===== src/rtl/oh_fifo_pkg.sv =====
// oh_fifo_pkg: read-mode constants, clog2 and parameter legality checks for oh_fifo_sync.
`ifndef OH_FIFO_PKG_MACROS
`define OH_FIFO_PKG_MACROS
`define OH_FIFO_IS_POW2(x) (((x) > 0) && (((x) & ((x) - 1)) == 0))
`define OH_FIFO_IN_RANGE(v, lo, hi) (((v) >= (lo)) && ((v) <= (hi)))
`endif
package oh_fifo_pkg;
  localparam int FIFO_MODE_STD = 0;
  localparam int FIFO_MODE_FWFT = 1;
  function automatic int clog2(input int n);
    int r = 0;
    while ((1 << r) < n) r++;
    return r;
  endfunction
  function automatic logic params_ok(input int depth, input int pf, input int pe, input int mode);
    return `OH_FIFO_IS_POW2(depth) && (depth >= 4) &&
           `OH_FIFO_IN_RANGE(pf, 1, depth) && `OH_FIFO_IN_RANGE(pe, 0, depth - 1) &&
           `OH_FIFO_IN_RANGE(mode, FIFO_MODE_STD, FIFO_MODE_FWFT);
  endfunction
endpackage


===== src/rtl/oh_fifo_sync_mem.sv =====
// oh_fifo_sync_mem: DW x DEPTH simple dual-port array, synchronous write, asynchronous read, no reset.
module oh_fifo_sync_mem #(
  parameter int DW = 32,
  parameter int DEPTH = 16,
  parameter int AW = 4
) (
  input  logic          clk,
  input  logic          we,
  input  logic [AW-1:0] waddr,
  input  logic [DW-1:0] din,
  input  logic [AW-1:0] raddr,
  output logic [DW-1:0] dout
);
  logic [DW-1:0] mem [DEPTH];
  always_ff @(posedge clk)
    if (we) mem[waddr] <= din;
  assign dout = mem[raddr];
endmodule


===== src/rtl/oh_fifo_sync.sv =====
// oh_fifo_sync: single-clock FIFO with optional first-word-fall-through, occupancy count,
// programmable thresholds, sticky overflow/underflow and synchronous flush.
module oh_fifo_sync
  import oh_fifo_pkg::*;
#(
  parameter int DW = 32,
  parameter int DEPTH = 16,
  parameter int FWFT = FIFO_MODE_STD,
  parameter int PROG_FULL = DEPTH / 2,
  parameter int PROG_EMPTY = 1,
  parameter int AW = clog2(DEPTH)
) (
  input  logic          clk,
  input  logic          nreset,
  input  logic          clear,
  input  logic          wr_en,
  input  logic [DW-1:0] din,
  output logic          full,
  output logic          prog_full,
  output logic          overflow,
  input  logic          rd_en,
  output logic [DW-1:0] dout,
  output logic          empty,
  output logic          prog_empty,
  output logic          underflow,
  output logic [AW:0]   count
);
  if (!params_ok(DEPTH, PROG_FULL, PROG_EMPTY, FWFT)) begin : g_bad_params
    $error("oh_fifo_sync: illegal DEPTH/PROG_FULL/PROG_EMPTY/FWFT");
  end
  localparam logic [AW:0] CNT_FULL = (AW + 1)'(DEPTH);
  localparam logic [AW:0] CNT_PF = (AW + 1)'(PROG_FULL);
  localparam logic [AW:0] CNT_PE = (AW + 1)'(PROG_EMPTY);
  localparam logic IS_FWFT = FWFT == FIFO_MODE_FWFT;
  logic [AW-1:0] wr_ptr, rd_ptr;
  logic [DW-1:0] mem_q;
  logic [AW:0] cnt_nxt;
  logic out_valid, wr_ok, rd_ok, arr_empty, bypass, pop_arr, mem_we;
  assign full = count == CNT_FULL;
  assign empty = IS_FWFT ? ~out_valid : count == '0;
  assign prog_full = count >= CNT_PF;
  assign prog_empty = count <= CNT_PE;
  // In FWFT the output register is counted, so the array holds count - out_valid entries.
  always_comb begin
    wr_ok = wr_en & ~full;
    rd_ok = rd_en & ~empty;
    arr_empty = count == {{AW{1'b0}}, out_valid};
    bypass = IS_FWFT & wr_ok & (~out_valid | (rd_ok & arr_empty));
    pop_arr = rd_ok & ~arr_empty;
    mem_we = wr_ok & ~bypass;
    cnt_nxt = count + {{AW{1'b0}}, wr_ok} - {{AW{1'b0}}, rd_ok};
  end
  oh_fifo_sync_mem #(.DW(DW), .DEPTH(DEPTH), .AW(AW)) u_mem (
    .clk(clk), .we(mem_we), .waddr(wr_ptr), .din(din), .raddr(rd_ptr), .dout(mem_q)
  );
  always_ff @(posedge clk or negedge nreset)
    if (!nreset) begin
      wr_ptr <= '0;
      rd_ptr <= '0;
      count <= '0;
      out_valid <= 1'b0;
      dout <= '0;
      overflow <= 1'b0;
      underflow <= 1'b0;
    end else begin
      wr_ptr <= clear ? '0 : wr_ptr + AW'(mem_we);
      rd_ptr <= clear ? '0 : rd_ptr + AW'(pop_arr);
      count <= clear ? '0 : cnt_nxt;
      out_valid <= ~clear & IS_FWFT & (cnt_nxt != '0);
      dout <= clear ? '0 : pop_arr ? mem_q : bypass ? din : dout;
      overflow <= ~clear & (overflow | (wr_en & full));
      underflow <= ~clear & (underflow | (rd_en & empty));
    end
endmodule


===== config.mk =====
export PLATFORM = sky130hd
export DESIGN_NAME = oh_fifo_sync
export DESIGN_NICKNAME = d
export VERILOG_FILES = /design/src/rtl/oh_fifo_pkg.sv /design/src/rtl/oh_fifo_sync_mem.sv /design/src/rtl/oh_fifo_sync.sv
export SDC_FILE = /design/constraint.sdc
export NUM_CORES = 1
export LEC_CHECK = 0
export ABC_AREA = 0
export CORE_ASPECT_RATIO = 1.4
export CORE_MARGIN = 5
export CORE_UTILIZATION = 50
export CTS_BUF_LIST = sky130_fd_sc_hd__clkbuf_2 sky130_fd_sc_hd__clkbuf_4 sky130_fd_sc_hd__clkbuf_8
export CTS_CLUSTER_DIAMETER = 40
export DETAILED_ROUTE_END_ITERATION = 10
export GPL_ROUTABILITY_DRIVEN = 0
export PLACE_DENSITY = 0.68
export SLEW_MARGIN = 5
export SYNTH_ARGS = -nofsm -noshare
export SYNTH_HDL_FRONTEND = slang
export SYNTH_SLANG_ARGS = --single-unit

===== constraint.sdc =====
create_clock -name clk -period 9.3 [get_ports clk]
set_input_delay 1.86 -clock clk [delete_from_list [all_inputs] [get_ports clk]]
set_output_delay 1.86 -clock clk [all_outputs]
set_load 0.01 [all_outputs]

==> impl_results.md <==
- CTS Root Cell: clkbuf_8
- Commonest non-fill, non-tap cells in the layout: edfxtp_1, mux4_2, clkbuf_8
- Row count: 90
- Fillers: 3079
- Placed Cells: approximately 1600
- Peak VDD IR: 0.112 mV
- Post-Layout Cell Count: around 1700
- Die span in y: around 260 um
- DR pass1 iterations: 5
- Initial Util: between 50% and 60%
- Total global-route track usage: about 19%
- TritonCTS clock tree: done
- Grt ovf: 0
- Mapped Cells: between 900 and 1000
- Fin util: between 50 and 60%
- Hold Crit Class: reg -> reg
- CTS Buf Count: roughly 80
- Slew HR: a little over a fifth
- Skew final: about 0.026 ns
- Antenna viol nets, final: 0
- WS Path Type: reg -> out
- Synth Area per Inst: between 20 and 25 um^2
- Port Buffers: a little under 80
- Worst-path clk slew: 0.07 ns
- Slew Viols, Final: 0
- Fin. Hold Viols: 0
- Critical path arrival: 2.75 ns
- Dpl hpwl: 23900 um
- Number of global-route vias before repair: between 10000 and 15000
- Global-route wire length before repair: between 60000 and 70000 um
- Pre-CTS setup slack: around 4.7 ns
- Die Area: ~47000 um^2
- Worst Path Max Fanout: 6
- Core box area: between 40000 and 50000 um^2
- Worst path cell trace: inv_1 -> ha_1 -> or4b_1 -> inv_2 -> clkdlybuf4s50_1
- Slowest stage delay, CP: approximately 0.58 ns
- Max H-tree Level: 3
- Crit path max-delay family: buffers and inverters
- # setup viols final: 0
- Most common cell after layout, fill and taps aside: edfxtp_1
- Post-CTS Hold Buffers: 0
- Share of cells above drive strength 1: about a third
- Bufs on Longest Clock Path: 3
- Total negative slack: 0 ns
- Skew-Pair Late Insertion Delay: 0.63 ns
- Fmax: 0.217 GHz
- Die width: roughly 190 um
- Initial antenna violation count: 1
- WL per Instance: 25.7 um
- CP Buf/Inv Count: 3
- Starting DRT DRC Count: between 900 and 1000
- DRC viols: 0
- Gates resized, CTS repair: 0
- Final nets: roughly 1200
- Worst endpoint required time: 7.44 ns
- Seq/Total Area, Yosys: between 70% and 80%
- Setup crit start kind: flop
- Minimum clock period: around 4.6 ns
- Ports: 80
- Hold WS: about 0.52 ns
- Worst Setup End Kind: output pin
- Fin crit share: approximately half
- Slew of the pin with the lowest slew margin: 1.17 ns
- Crit path max-delay cell type: or4b_1
- Netlist cell types: 39
- Final worst-path setup slack: approximately 4.7 ns
- Synth-to-Final Area Change: 15.0%
- Largest net degree at the start of global routing: 69
- Total Power: around 6.2 mW
- Final Instance Area: ~25000 um^2
- Leakage: slightly below 8 nW
- RSZ-0062 raised after global routing: no
- YS warnings: 0
- Final wirelength: approximately 44000 um
- Number of synthesized register bits: 559
- Pwr dens: approximately 250 nW/um^2
- Netlist Area Pre-Place: between 20000 and 25000 um^2
- Via count: between 10000 and 15000
- Setup repair bufs after CTS: 0
- Vias/cell: 5.85
- Status: completed
- Clock sink count: between 500 and 600
- Maximum Capacitance Violations: 0
- Syn Nets: approximately 1000
- Post-DP Area: between 20000 and 25000 um^2
==> worst paths after layout <==
| path | from | to | slack (ns) | cells past startpoint |
|---|---|---|---|---|
| max | count[2] | empty | 4.69 | 5 |
| min | overflow | overflow | 0.52 | 2 |
| max reg2reg | count[2] | count[4] | 5.63 | 15 |
| min reg2reg | overflow | overflow | 0.52 | 2 |
| max in group asynchronous | nreset | rd_ptr[2] | 7.32 | 2 |
| min in group asynchronous | nreset | dout[6] | 1.39 | 2 |
==> power by group <==
part,internal (mW),total [mW],switching [mW]
combinational,0.592,1.15,0.561
sequential,2.88,2.99,0.110
clock,1.13,2.02,0.896
==> flip-flops by register name (all words and copies together) (netlist names) <==
name and cells:
overflow 1, count 5, rd_ptr 4, u_mem.mem 512, wr_ptr 4, underflow 1, dout 32
==> layout make-up <==
class,instances,area (um^2),share of cell area [%]
Inverter,46,173,0.696
Antenna cell,1,2.50,0.0101
Clock buffer,110,1370,5.52
Timing Repair Buffer,103,961,3.87
Tap cell,552,691,2.78
Sequential cell,559,16600,66.8
Clock inverter,38,337,1.36
Multi-Input combinational cell,311,4710,19.0
==> worst register-to-register path, stage by stage (launching register included) <==
cell and delay, ns:
dfrtp_1 0.42, inv_1 0.15, ha_1 0.21, or4b_1 0.58, nand2_1 0.12, buf_4 0.46
inv_1 0.15, ha_1 0.30, inv_1 0.06, ha_1 0.15, inv_1 0.06, fa_1 0.43
o21bai_1 0.16, a21oi_1 0.09, xnor2_1 0.15, nor2_1 0.05
==> metal layers <==
| metal | routed length, um | GRT usage [%] | part of all wire (%) |
|---|---|---|---|
| met5 | 0 | 0 | 0 |
| met1 | 17800 | 25.9 | 40 |
| met2 | 23300 | 32.3 | 53 |
| met3 | 2230 | 3.30 | 5.0 |
| met4 | 878 | 5.87 | 2.0 |
==> cell families after synthesis <==
| kind of cell | share of synthesized area [%] |
|---|---|
| fa+ha+maj | 0.847 |
| compound gates | 5.37 |
| buf+inv | 2.02 |
| xor+xnor | 0.284 |
| mux | 13.3 |
| flops | 76.7 |
| simple gates | 1.45 |
==> cell usage after synthesis <==
cell type	number	share of area, %
a2111oi_0	1	0.041
a21oi_1	4	0.093
a22oi_1	32	1.1
a22oi_2	30	1.7
a311o_1	1	0.046
and4_4	1	0.052
buf_1	1	0.017
buf_2	28	0.65
buf_6	4	0.21
clkbuf_1	20	0.35
dfrtp_1	47	5.5
edfxtp_1	512	71
fa_1	1	0.093
ha_1	13	0.75
inv_1	45	0.78
inv_2	1	0.017
mux2_2	1	0.052
mux4_2	127	13
nand2_1	3	0.052
nand2b_1	4	0.12
nand3_1	4	0.093
nand3b_1	3	0.10
nand4_1	1	0.029
nor2_1	23	0.40
nor2b_1	7	0.20
nor3_1	6	0.14
nor4b_2	2	0.14
nor4bb_1	1	0.046
o211ai_1	1	0.035
o21bai_1	2	0.070
o221ai_1	1	0.041
o221ai_2	30	2.1
o22ai_1	1	0.029
o31ai_1	1	0.035
o41ai_1	1	0.041
or3_1	1	0.029
or4b_1	1	0.046
xnor2_1	6	0.24
xor2_1	1	0.041
(Power assumes the default switching activity.)
